**src/rtl/uart_pkg.sv**
```systemverilog
// Shared UART constants and receiver state encoding.
package uart_pkg;

   localparam int unsigned DATA_BITS  = 16;
   localparam int unsigned OVERSAMPLE = 16;
   localparam int unsigned TICK_W     = $clog2(OVERSAMPLE);
   localparam int unsigned BIT_W      = $clog2(DATA_BITS);
   localparam int unsigned MID_TICK   = OVERSAMPLE / 2 - 1;
   localparam int unsigned LAST_TICK  = OVERSAMPLE - 1;
   localparam int unsigned LAST_BIT   = DATA_BITS - 1;

   typedef enum logic [2:0] {
      IDLE    = 3'd0,
      START   = 3'd1,
      DATA    = 3'd2,
      STOP    = 3'd3,
      RECOVER = 3'd4
   } rx_state_e;

endpackage

```
**src/rtl/sync_ff.sv**
```systemverilog
// Multi-stage synchroniser for an asynchronous level; idles high, holds when disabled.
module sync_ff #(
   parameter int unsigned STAGES = 2
) (
   input  logic clk,
   input  logic reset,
   input  logic enable,
   input  logic d_i,
   output logic q_o
);

   logic [STAGES-1:0] sync_q;

   // Shift the line through the chain; reset to the idle (high) level.
   always_ff @(posedge clk or posedge reset) begin
      if (reset) begin
         sync_q <= '1;
      end else if (enable) begin
         sync_q <= STAGES'({sync_q, d_i});
      end
   end

   assign q_o = sync_q[STAGES-1];

endmodule

```
**src/rtl/uart_rx.sv**
```systemverilog
// 16x-oversampled UART receiver: start validation, LSB-first data, stop check.
module uart_rx
   import uart_pkg::*;
#(
   parameter int unsigned SYNC_STAGES = 2
) (
   input  logic                 clk,
   input  logic                 reset,
   input  logic                 enable,
   input  logic                 rx,
   input  logic                 rx_tick,
   output logic [DATA_BITS-1:0] rx_data,
   output logic                 rx_done,
   output logic                 frame_err
);

   logic                 rx_s;
   rx_state_e            state_q,  state_d;
   logic [TICK_W-1:0]    tick_q,   tick_d;
   logic [BIT_W-1:0]     bit_q,    bit_d;
   logic [DATA_BITS-1:0] shreg_q,  shreg_d;
   logic [DATA_BITS-1:0] data_q,   data_d;
   logic                 done_q,   done_d;
   logic                 err_q,    err_d;

   sync_ff #(
      .STAGES (SYNC_STAGES)
   ) u_sync (
      .clk    (clk),
      .reset  (reset),
      .enable (enable),
      .d_i    (rx),
      .q_o    (rx_s)
   );

   // State, counters and outputs; everything holds while disabled, strobes drop.
   always_ff @(posedge clk or posedge reset) begin
      if (reset) begin
         state_q <= IDLE;
         tick_q  <= '0;
         bit_q   <= '0;
         shreg_q <= '0;
         data_q  <= '0;
         done_q  <= 1'b0;
         err_q   <= 1'b0;
      end else if (enable) begin
         state_q <= state_d;
         tick_q  <= tick_d;
         bit_q   <= bit_d;
         shreg_q <= shreg_d;
         data_q  <= data_d;
         done_q  <= done_d;
         err_q   <= err_d;
      end else begin
         done_q  <= 1'b0;
         err_q   <= 1'b0;
      end
   end

   // Next-state: frame sequencing driven by the oversampling tick.
   always_comb begin
      state_d = state_q;
      tick_d  = tick_q;
      bit_d   = bit_q;
      shreg_d = shreg_q;
      data_d  = data_q;
      done_d  = 1'b0;
      err_d   = 1'b0;

      case (state_q)
         IDLE: begin
            if (!rx_s) begin
               state_d = START;
               tick_d  = '0;
            end
         end

         START: begin
            if (rx_tick) begin
               if (tick_q == TICK_W'(MID_TICK)) begin
                  if (!rx_s) begin
                     state_d = DATA;
                     tick_d  = '0;
                     bit_d   = '0;
                  end else begin
                     state_d = IDLE;
                  end
               end else begin
                  tick_d = tick_q + TICK_W'(1);
               end
            end
         end

         DATA: begin
            if (rx_tick) begin
               if (tick_q == TICK_W'(LAST_TICK)) begin
                  shreg_d = {rx_s, shreg_q[DATA_BITS-1:1]};
                  tick_d  = '0;
                  if (bit_q == BIT_W'(LAST_BIT)) begin
                     state_d = STOP;
                  end else begin
                     bit_d = bit_q + BIT_W'(1);
                  end
               end else begin
                  tick_d = tick_q + TICK_W'(1);
               end
            end
         end

         STOP: begin
            if (rx_tick) begin
               if (tick_q == TICK_W'(LAST_TICK)) begin
                  if (rx_s) begin
                     data_d  = shreg_q;
                     done_d  = 1'b1;
                     state_d = IDLE;
                  end else begin
                     err_d   = 1'b1;
                     state_d = RECOVER;
                  end
               end else begin
                  tick_d = tick_q + TICK_W'(1);
               end
            end
         end

         // Hold off until the line returns high so a break is not decoded as frames.
         RECOVER: begin
            if (rx_s) begin
               state_d = IDLE;
            end
         end

         default: begin
            state_d = IDLE;
         end
      endcase
   end

   assign rx_data   = data_q;
   assign rx_done   = done_q;
   assign frame_err = err_q;

endmodule

```
**config.mk**
```make
export PLATFORM = sky130hd
export DESIGN_NAME = uart_rx
export DESIGN_NICKNAME = d
export VERILOG_FILES = /design/src/rtl/uart_pkg.sv /design/src/rtl/sync_ff.sv /design/src/rtl/uart_rx.sv
export SDC_FILE = /design/constraint.sdc
export NUM_CORES = 1
export LEC_CHECK = 0
export ABC_CLOCK_PERIOD_IN_PS = 2300
export BUFFER_PORTS_ARGS = -buffer_cell sky130_fd_sc_hd__buf_2
export CAP_MARGIN = 25
export CORE_ASPECT_RATIO = 1.1
export CORE_MARGIN = 2
export CORE_UTILIZATION = 59
export CTS_BUF_LIST = sky130_fd_sc_hd__clkbuf_8
export CTS_CLUSTER_DIAMETER = 120
export DETAILED_ROUTE_END_ITERATION = 7
export GPL_TIMING_DRIVEN = 0
export HOLD_SLACK_MARGIN = 0.02
export PLACE_DENSITY = 0.8
export SLEW_MARGIN = 10
export SYNTH_ARGS = -nofsm -noshare
export SYNTH_HDL_FRONTEND = slang
export SYNTH_SLANG_ARGS = --single-unit
```
**constraint.sdc**
```tcl
create_clock -name clk -period 2.3 [get_ports clk]
set_clock_uncertainty 0.2 [all_clocks]
set_input_delay 0.23 -clock clk [delete_from_list [all_inputs] [get_ports clk]]
set_output_delay 0.23 -clock clk [all_outputs]
set_load 0.005 [all_outputs]
```
==> results.md, run 1 <==
* RSZ-0062 raised after global routing: false
* DR WL/cell at 15.31 um
* I/O Pins at 23
* Minimum clock period at 2.162 ns
* Antenna diodes at 0
* Dpl ws at -0.03470 ns
* Post-Route M1 WL at 1659 um
* Slew of the pin with the lowest slew margin at 0.5803 ns
* DP HPWL at 2700 um
* Max Cap Violations at 0
* Synth Register Bits at 47
* Die footprint at 0.004109 mm^2
* TritonCTS Sinks at 47
* Largest cells by area after synthesis: dfrtp_1 (53%), mux2_2 (19%), dfstp_2 (2.5%), nor2b_1 (1.5%), ha_1 (1.2%)
* GRT Residual Overflow at 0
* IO Port Bufs at 22
* Placer Congestion at 0.8700
* DRT antenna net count at 0
* H-tree depth at 2
* Avg Vias per Cell at 5.784
* Initial drt markers at 67
* DRC Markers at 0
* Power density of the placed cells at 647.5 mW/mm^2
* Vias at 1446
* Cell Chain, Critical Path: ha_2 -> nand2_1 -> nor3_2 -> and3_1 -> buf_2 -> buf_6 -> mux2_2
* Slew HR at 61.24%
* Most frequent cells after synthesis: dfrtp_1 (45), mux2_2 (36), inv_1 (6), nand2_1 (6)
* Worst-path clk slew at 0.08 ns
* CORE AREA at 0.003386 mm^2
* Clk_lat worst skew at 0.29 ns
* Fill cells at 245
* Worst Setup End Kind: flip-flop
* Final nets at 208
* Starting Density at 62.93%
* Arrival time at the worst endpoint at 2.14 ns
* CP max stage delay at 0.40 ns
* Area after DPL at 0.002321 mm^2
* Final hold violations at 0
* Synth unique cells at 48
* Post-synth EDFFs at 0
* Ys Warns at 0
* Detail Route met2 WL at 1966 um
* Final period util at 94.02%
* Leakage Power at 1.240 nW
* Drt first pass iters at 4
* First-pass GRT wire length at 6361 um
* Status: completed
* Post-synthesis sequential area ratio at 55.31%
* Share of the synthesized area in the top cell type at 52.85%
* Post-synth top area cell: dfrtp_1
* CTS tree: built
* Vias in the first global route at 1472
* Required time worst endpoint at 2.27 ns
* Pin count of the biggest net entering global routing at 43
* Post-Route WL at 3827 um
* Ys async rst share at 100.0%
* Met3 routed wirelength at 141 um
* GRT Total Usage at 21.04%
* Initial antenna violation count at 0
* Worst setup margin at 0.1376 ns
* Critical Path Fanout Max at 10
* Reg2reg path depth at 7
* Row cnt at 22
* Post-Layout Inst Area at 0.002459 mm^2
* Die Ht at 67.03 um
* Hold depth at 2
* Highest routing layer actually used: met4
* Crit Path Class: flip-flop to flip-flop
* Worst vdd ir at 0.0003469 V
* Most common cell in the netlist: dfrtp_1
* DIE WIDTH at 61.30 um
* Share of cells above drive strength 1 at 40.59%
* Clk Tree Root Cell: clkbuf_8
* Post-Syn Area at 0.002131 mm^2
* Longest Clk Path Bufs at 2
* Cell count after synthesis at 166
* Net Count, Synth at 173
* Syn avg cell area at 12.84 um^2
* Worst Hold Class: input pin to flip-flop
* Area Growth Syn to Fin at 15.38%
* Final setup viols at 0
* Setup TNS Final at 0 ns
* TritonCTS Buffers at 5
* FMAX at 462.4 MHz
* Synth Flop Type: dfrtp_1
* Max stage delay cell, worst path: dfrtp_1
* Startpoint types: flip-flop
* Slew Limit Fails at 0
[critical path, delay by kind of cell, from the launching register on]
kind	cells	cell delay (ns)
flops	1	0.40
buf+inv	2	0.39
fa+ha+maj	1	0.26
simple gates	3	0.45
mux	1	0.34
[registers in the layout, summed over array words and instances, names as in the netlist]
| signal | flops |
|---|---|
| rx_data | 16 |
| shreg_q | 16 |
| bit_q | 4 |
| tick_q | 4 |
| state_q | 3 |
| u_sync.sync_q | 2 |
| frame_err | 1 |
| rx_done | 1 |
[metal layers]
layer | vias to the layer above | track usage [%]
li1 | 681 | -
met5 | - | 0
met3 | 10 | 3.883
met2 | 34 | 36.84
met1 | 721 | 24.90
met4 | 0 | 8.152
[placed cells by master (no fill, tap or decap), drive strengths merged, types with 2 or more instances in the layout]
cell type,instances
buf,31
dfstp,2
a41oi,2
ha,2
o21ai,4
nor2,5
inv,8
or3b,2
nand2,6
mux2,36
nor2b,5
nand3,5
xnor2,2
nor3,5
nand2b,2
and3,3
o31ai,2
dlygate4sd3,3
dfrtp,45
and2,2
a2111oi,2
clkbuf,6
[metrics by stage]
stage | utilization (%) | hold slack (ns) | std cells | power, mW
2_1_floorplan | - | 0.09305 | 166 | 1.081
3_3_place_gp | 67.96 | 0.2622 | 236 | 1.118
3_5_place_dp | 68.55 | -0.07289 | 237 | 1.143
4_1_cts | 71.91 | 0.06251 | 248 | 1.595
5_1_grt | 72.62 | 0.08168 | 250 | 1.661
6_report | 72.62 | 0.07949 | 250 | 1.592
[path summary, 6_finish.rpt]
| kind | slack (ns) | startpoint | endpoint |
|---|---|---|---|
| max | 0.14 | tick_q[0] | rx_data[15] |
| min | 0.08 | enable | u_sync.sync_q[0] |
| max reg2reg | 0.14 | tick_q[0] | rx_data[15] |
| min reg2reg | 0.29 | u_sync.sync_q[0] | u_sync.sync_q[1] |
| max in group asynchronous | 1.24 | reset | u_sync.sync_q[1] |
| min in group asynchronous | 0.17 | reset | tick_q[0] |
[power breakdown]
part | switching (mW) | total, mW | leakage, nW | internal [mW]
clock | 0.250 | 0.454 | 0.0505 | 0.205
sequential | 0.0409 | 0.915 | 0.627 | 0.874
combinational | 0.124 | 0.223 | 0.563 | 0.0993
[cells by family after synthesis]
family	count (synthesis)	synth area share (%)
flip-flops	47	55.31
AND/OR/NAND/NOR	42	11.74
multiplexers	37	19.50
AO/OA/AOI/OAI	23	8.456
buffers and inverters	13	2.994
XOR/XNOR	2	0.8222
adder cells (fa/ha/maj)	2	1.174
[layout make-up]
type / instances / area [um^2] / area share [%]
Clock inverter: 3 / 12.51 / 0.5089
Sequential cell: 47 / 1179 / 47.94
Multi-Input combinational cell: 106 / 895.9 / 36.44
Buffer: 7 / 45.04 / 1.832
Clock buffer: 5 / 68.82 / 2.799
Inverter: 6 / 22.52 / 0.9160
Tap cell: 48 / 60.06 / 2.443
Timing Repair Buffer: 28 / 175.2 / 7.125
[timing repair]
action	4_1_cts	5_1_grt
endpoints found under the hold margin	48	0
pin swaps	0	1
hold buffers	3	0
gates resized for setup	1	2
setup buffers	0	2
endpoints found under the setup margin	10	20
(Power assumes the default switching activity.)
==> run 2: changes to the inputs <==
--- a/config.mk
+++ b/config.mk
@@ -5,7 +5,7 @@
 export SDC_FILE = /design/constraint.sdc
 export NUM_CORES = 1
 export LEC_CHECK = 0
-export ABC_CLOCK_PERIOD_IN_PS = 2300
+export ABC_CLOCK_PERIOD_IN_PS = 2400
 export BUFFER_PORTS_ARGS = -buffer_cell sky130_fd_sc_hd__buf_2
 export CAP_MARGIN = 25
 export CORE_ASPECT_RATIO = 1.1
==> constraint.sdc (replaced) <==
create_clock -name clk -period 2.4 [get_ports clk]
set_clock_uncertainty 0.2 [all_clocks]
set_input_delay 0.24 -clock clk [delete_from_list [all_inputs] [get_ports clk]]
set_output_delay 0.24 -clock clk [all_outputs]
set_load 0.005 [all_outputs]
==> results.md, run 2 (synthesis gave the netlist of run 1 again) <==
* Seq pwr share at 57.8%
* Slew of the pin with the lowest slew margin at 0.5568 ns
* Most frequent cells in the layout: dfrtp_1 (45), mux2_2 (36), buf_2 (25)
* Final nets at 206
* Crit Path Class: input pin to flip-flop
* H-tree depth at 2
* Status: completed
* Worst setup margin at 0.1362 ns
* TritonCTS Buffers at 5
* Die Ht at 67.03 um
* DP HPWL at 2700 um
* Worst Setup End Kind: flip-flop
* Startpoint types: input pin
* IO Port Bufs at 22
* Minimum clock period at 2.264 ns
* CORE AREA at 0.003386 mm^2
* Reg2reg path depth at 7
* Final period util at 94.32%
* Number of setup buffers added after CTS at 0
* R2R Setup Slk at 0.15 ns
* Critical Path Fanout Max at 10
* DRT antenna net count at 0
* Dpl ws at 0.06530 ns
* Final hold violations at 0
* Drt first pass iters at 4
* Final Util at 71.99%
* I/O Pins at 23
* Psw at 0.3884 mW
* Row cnt at 22
* Required time worst endpoint at 2.37 ns
* Vias in the first global route at 1465
* RR Startpoint: tick_q[0]
* Area Growth Syn to Fin at 14.39%
* Worst flop-to-flop path endpoint: rx_data[15]
* Initial drt markers at 42
* First-pass GRT wire length at 6306 um
* GRT Total Usage at 20.89%
* Placer Congestion at 0.8700
* Slew Limit Fails at 0
* Worst Hold Class: input pin to asynchronous set/reset pin
* Die footprint at 0.004109 mm^2
* DIE WIDTH at 61.30 um
* DRC Markers at 0
* Longest Clk Path Bufs at 2
* Setup TNS Final at 0 ns
* Power density of the placed cells at 621.2 mW/mm^2
* Final setup viols at 0
* Avg Vias per Cell at 5.673
* Gate power share at 13.7%
* Worst vdd ir at 0.0003325 V
* Clk_lat worst skew at 0.29 ns
* Pin count of the biggest net entering global routing at 43
* GRT Residual Overflow at 0
* Worst-path clk slew at 0.08 ns
* Most common cell after layout, fill and taps aside: dfrtp_1
* Antenna diodes at 0
* FMAX at 441.7 MHz
* Share of cells above drive strength 1 at 39.50%
* Starting Density at 62.93%
* Max Cap Violations at 0
* TritonCTS Sinks at 47
* Sw frac at 25.65%
* DR WL/cell at 15.00 um
* Slew HR at 62.81%
* Vias at 1407
* Clock network power share at 28.4%
* Internal at 1.126 mW
* RSZ-0062 raised after global routing: false
* Post-Route WL at 3721 um
* Leakage Power at 1.228 nW
* Arrival time at the worst endpoint at 2.24 ns
* Clk Tree Root Cell: clkbuf_8
* Initial antenna violation count at 0
* CTS tree: built
[run 2: area by class of cell]
class | instances | area [um^2]
plain buffers | 7 | 41.29
clock buffers | 5 | 68.82
clock inverters | 3 | 12.51
fillers | 250 | 948.4
inverters | 6 | 22.52
multi-input cells | 106 | 893.4
flip-flops and latches | 47 | 1179
well taps | 48 | 60.06
repair buffers | 26 | 160.2
[run 2: how the worst max path moves through the flow]
stage | cells past startpoint | slack [ns] | end | from
2_1_floorplan | 4 | 0.38 | shreg_q[0] | state_q[2]
3_3_place_gp | 7 | 0.16 | rx_data[7] | tick_q[0]
3_5_place_dp | 7 | 0.07 | rx_data[6] | tick_q[0]
4_1_cts | 7 | 0.05 | rx_data[15] | tick_q[0]
5_1_grt | 7 | 0.007 | rx_data[2] | tick_q[0]
6_report | 8 | 0.14 | rx_data[15] | enable
[run 2: power groups by stage]
stage / combinational [mW] / clock (mW) / sequential, mW
3_3_place_gp: 0.184 / 0 / 0.887
2_1_floorplan: 0.156 / 0 / 0.880
5_1_grt: 0.232 / 0.475 / 0.881
3_5_place_dp: 0.203 / 0 / 0.892
4_1_cts: 0.207 / 0.443 / 0.876
6_report: 0.208 / 0.430 / 0.875
[run 2: per-stage QoR]
stage / instance area [um^2] / power (mW) / instances / hold slack (ns)
finish: 2437 / 1.514 / 248 / 0.2037
floorplan: 2131 / 1.036 / 166 / 0.1030
detailed placement: 2321 / 1.095 / 237 / -0.06289
CTS: 2432 / 1.526 / 248 / 0.1745
global route: 2437 / 1.588 / 248 / 0.2085
global placement: 2301 / 1.071 / 236 / 0.2690
[run 2: critical path, cell delays in order]
cell and delay [ns]:
dlygate4sd3_1 0.52, buf_2 0.17, nand2_1 0.18, nor3_2 0.19, and3_1 0.17, buf_2 0.20, buf_4 0.23, mux2_2 0.35
[run 2: what timing repair did]
item,4_1_cts,5_1_grt
resized for setup,0,1
endpoints found under the hold margin,48,0
hold buffers,3,0
setup endpoints to repair,0,10
[run 2: per-layer routing]
metal	vias to the layer above	track usage (%)	routed length, um
met5	-	0	0
met4	0	8.152	44
met3	6	3.883	140
met2	35	36.57	1961
met1	696	24.68	1574
li1	670	-	-
==> run 3: changes to the inputs <==
--- a/config.mk
+++ b/config.mk
@@ -5,6 +5,7 @@
 export SDC_FILE = /design/constraint.sdc
 export NUM_CORES = 1
 export LEC_CHECK = 0
+export ABC_AREA = 1
 export ABC_CLOCK_PERIOD_IN_PS = 2400
 export BUFFER_PORTS_ARGS = -buffer_cell sky130_fd_sc_hd__buf_2
 export CAP_MARGIN = 25
@@ -16,7 +17,7 @@
 export DETAILED_ROUTE_END_ITERATION = 7
 export GPL_TIMING_DRIVEN = 0
 export HOLD_SLACK_MARGIN = 0.02
-export PLACE_DENSITY = 0.8
+export PLACE_DENSITY = 0.79
 export SLEW_MARGIN = 10
 export SYNTH_ARGS = -nofsm -noshare
 export SYNTH_HDL_FRONTEND = slang
==> results.md, run 3 <==
* Sw frac at 34.65%
* Layout Cells excl Fill at 351
* Synth Flop Type: dfrtp_1
* Worst-path clk slew at 0.09 ns
* CTS tree: built
* Post-synthesis adder-cell area fraction at 1.006%
* Post-synthesis mux area share at 0%
* Post-synthesis sequential area ratio at 47.36%
* Clk Tree Root Cell: clkbuf_8
* Final setup viols at 0
* Synth Area in XOR/XNOR at 1.056%
* Required time worst endpoint at 2.42 ns
* Ys Warns at 0
* R2R Setup Slk at 0.63 ns
* Worst Setup End Kind: flip-flop
* Area after DPL at 0.002684 mm^2
* GRT Residual Overflow at 0
* Starting Density at 62.31%
* TritonCTS Buffers at 5
* Longest Clk Path Bufs at 2
* Worst flop-to-flop path endpoint: rx_data[15]
* Share of cells above drive strength 1 at 38.80%
* Hold WS at 0.1827 ns
* IO Port Bufs at 22
* Synth unique cells at 31
* Vias at 1810
* Initial drt markers at 106
* DRT antenna net count at 0
* RR Startpoint: tick_q[0]
* DP Cell Count at 338
* Final period util at 87.68%
* Critical path startpoint: enable
* Setup TNS Final at 0 ns
* Hold Path End: frame_err
* Synth Area in Simple Gates at 29.01%
* Largest family of logic cells by synthesized area: simple AND/OR/NAND/NOR gates
* Clock network power share at 28.7%
* I/O Pins at 23
* Crit Path Class: input pin to flip-flop
* Most common cell after layout, fill and taps aside: nand2_1
* Post-Route WL at 4364 um
* Area Growth Syn to Fin at 15.18%
* Most frequent cells after synthesis: nand2_1 (61), dfrtp_1 (45), o21ai_2 (31)
* H-tree depth at 2
* Cell count after synthesis at 263
* Hold path startpoint: rx_tick
* Compound-Gate Fraction of Synth Area at 13.12%
* Slew HR at 81.34%
* DR WL/cell at 12.43 um
* Initial antenna violation count at 0
* Vias in the first global route at 1775
* Fill cells at 319
* Final Util at 71.77%
* Minimum clock period at 2.104 ns
* Die Ht at 72.12 um
* CORE AREA at 0.003994 mm^2
* Post-Layout Inst Area at 0.002867 mm^2
* GRT Total Usage at 21.14%
* FMAX at 475.2 MHz
* Ys async rst share at 100.0%
* Most common cell in the netlist: nand2_1
* Max Cap Violations at 0
* DP HPWL at 3142 um
* FF/Latch Area at 0.001179 mm^2
* Area occupied by multi-input gates at 0.001100 mm^2
* Internal at 1.524 mW
* Drt first pass iters at 4
* Post-Syn Area at 0.002489 mm^2
* Seq pwr share at 38.3%
* Final hold violations at 0
* Leakage Power at 1.383 nW
* Slew of the pin with the lowest slew margin at 0.2795 ns
* Most frequent cells in the layout: nand2_1 (61), dfrtp_1 (45), o21ai_2 (31)
* Critical Path Fanout Max at 6
* Psw at 0.8078 mW
* Slew Limit Fails at 0
* DIE WIDTH at 65.93 um
* Die footprint at 0.004754 mm^2
* DRC Markers at 0
* TritonCTS Sinks at 47
* Hold depth at 3
* Clk_lat worst skew at 0.29 ns
* Net Count, Synth at 270
* First-pass GRT wire length at 7734 um
* Syn avg cell area at 9.462 um^2
* Arrival time at the worst endpoint at 2.13 ns
* Power density of the placed cells at 813.3 mW/mm^2
* Post-synth top area cell: dfrtp_1
* Placer Congestion at 0.8592
* Share of the synthesized area in the top cell type at 45.25%
* Startpoint types: input pin
* RSZ-0062 raised after global routing: false
* Antenna diodes at 0
* Worst Hold Class: input pin to flip-flop
* Pin count of the biggest net entering global routing at 37
* Gate power share at 33.1%
* Worst vdd ir at 0.0005834 V
* Largest cells by area after synthesis: dfrtp_1 (45%), o21ai_2 (11%), nand2_1 (9.2%), nand2_2 (5.0%), nand3_1 (4.4%)
* Final nets at 305
* Reg2reg path depth at 7
* Status: completed
* Post-synth EDFFs at 0
* Row cnt at 24
* Synth Register Bits at 47
* Avg Vias per Cell at 5.157
[run 3: stage by stage]
stage / setup WS, ns / power, mW
6_report: 0.2957 / 2.331
5_1_grt: 0.2197 / 2.472
4_1_cts: 0.3372 / 2.347
3_5_place_dp: 0.6192 / 1.667
3_3_place_gp: 0.2589 / 1.649
2_1_floorplan: 0.8153 / 1.541
[run 3: cell families after synthesis]
kind of cell             after synthesis
AO/OA/AOI/OAI                         38
XOR/XNOR                               3
adder cells (fa/ha/maj)                2
buffers and inverters                 38
flip-flops                            47
AND/OR/NAND/NOR                      135
[run 3: routing by layer]
layer / GRT usage, % / routed length (um)
met3: 3.411 / 127
met2: 39.39 / 2335
met4: 7.639 / 66
met1: 24.10 / 1834
met5: 0 / 0
[run 3: critical path, cell delays in order]
cell           delay (ns)
dlygate4sd3_1        0.54
buf_2                0.15
nand2_1              0.06
dlygate4sd3_1        0.54
nand2_1              0.05
dlygate4sd3_1        0.55
[run 3: power by group through the flow]
| stage | combinational (mW) | sequential (mW) | clock [mW] |
|---|---|---|---|
| after floorplan | 0.643 | 0.899 | 0 |
| after global placement | 0.743 | 0.907 | 0 |
| after detailed placement | 0.758 | 0.909 | 0 |
| after CTS | 0.773 | 0.893 | 0.681 |
| after global routing | 0.863 | 0.901 | 0.708 |
| final | 0.771 | 0.892 | 0.668 |
[run 3: repair_timing]
item,4_1_cts,5_1_grt
gates resized for setup,0,0
endpoints found under the hold margin,49,0
buffers inserted,0,0
hold buffers,5,0
[run 3: worst max-delay path by stage]
stage | cells after the start | slack (ns) | to
2_1_floorplan | 7 | 0.82 | rx_data[10]
3_3_place_gp | 2 | 0.26 | rx_data[13]
3_5_place_dp | 7 | 0.62 | rx_data[3]
4_1_cts | 6 | 0.34 | u_sync.sync_q[0]
5_1_grt | 6 | 0.22 | u_sync.sync_q[0]
6_report | 6 | 0.30 | u_sync.sync_q[0]
[run 3: layout make-up]
class | instances | area share [%]
tap | 52 | 2.270
clock inverter | 3 | 2.226
clock buffer | 5 | 2.401
timing repair buffer | 28 | 6.285
buffer | 10 | 3.579
sequential | 47 | 41.12
inverter | 28 | 3.754
multi-input combinational | 178 | 38.37
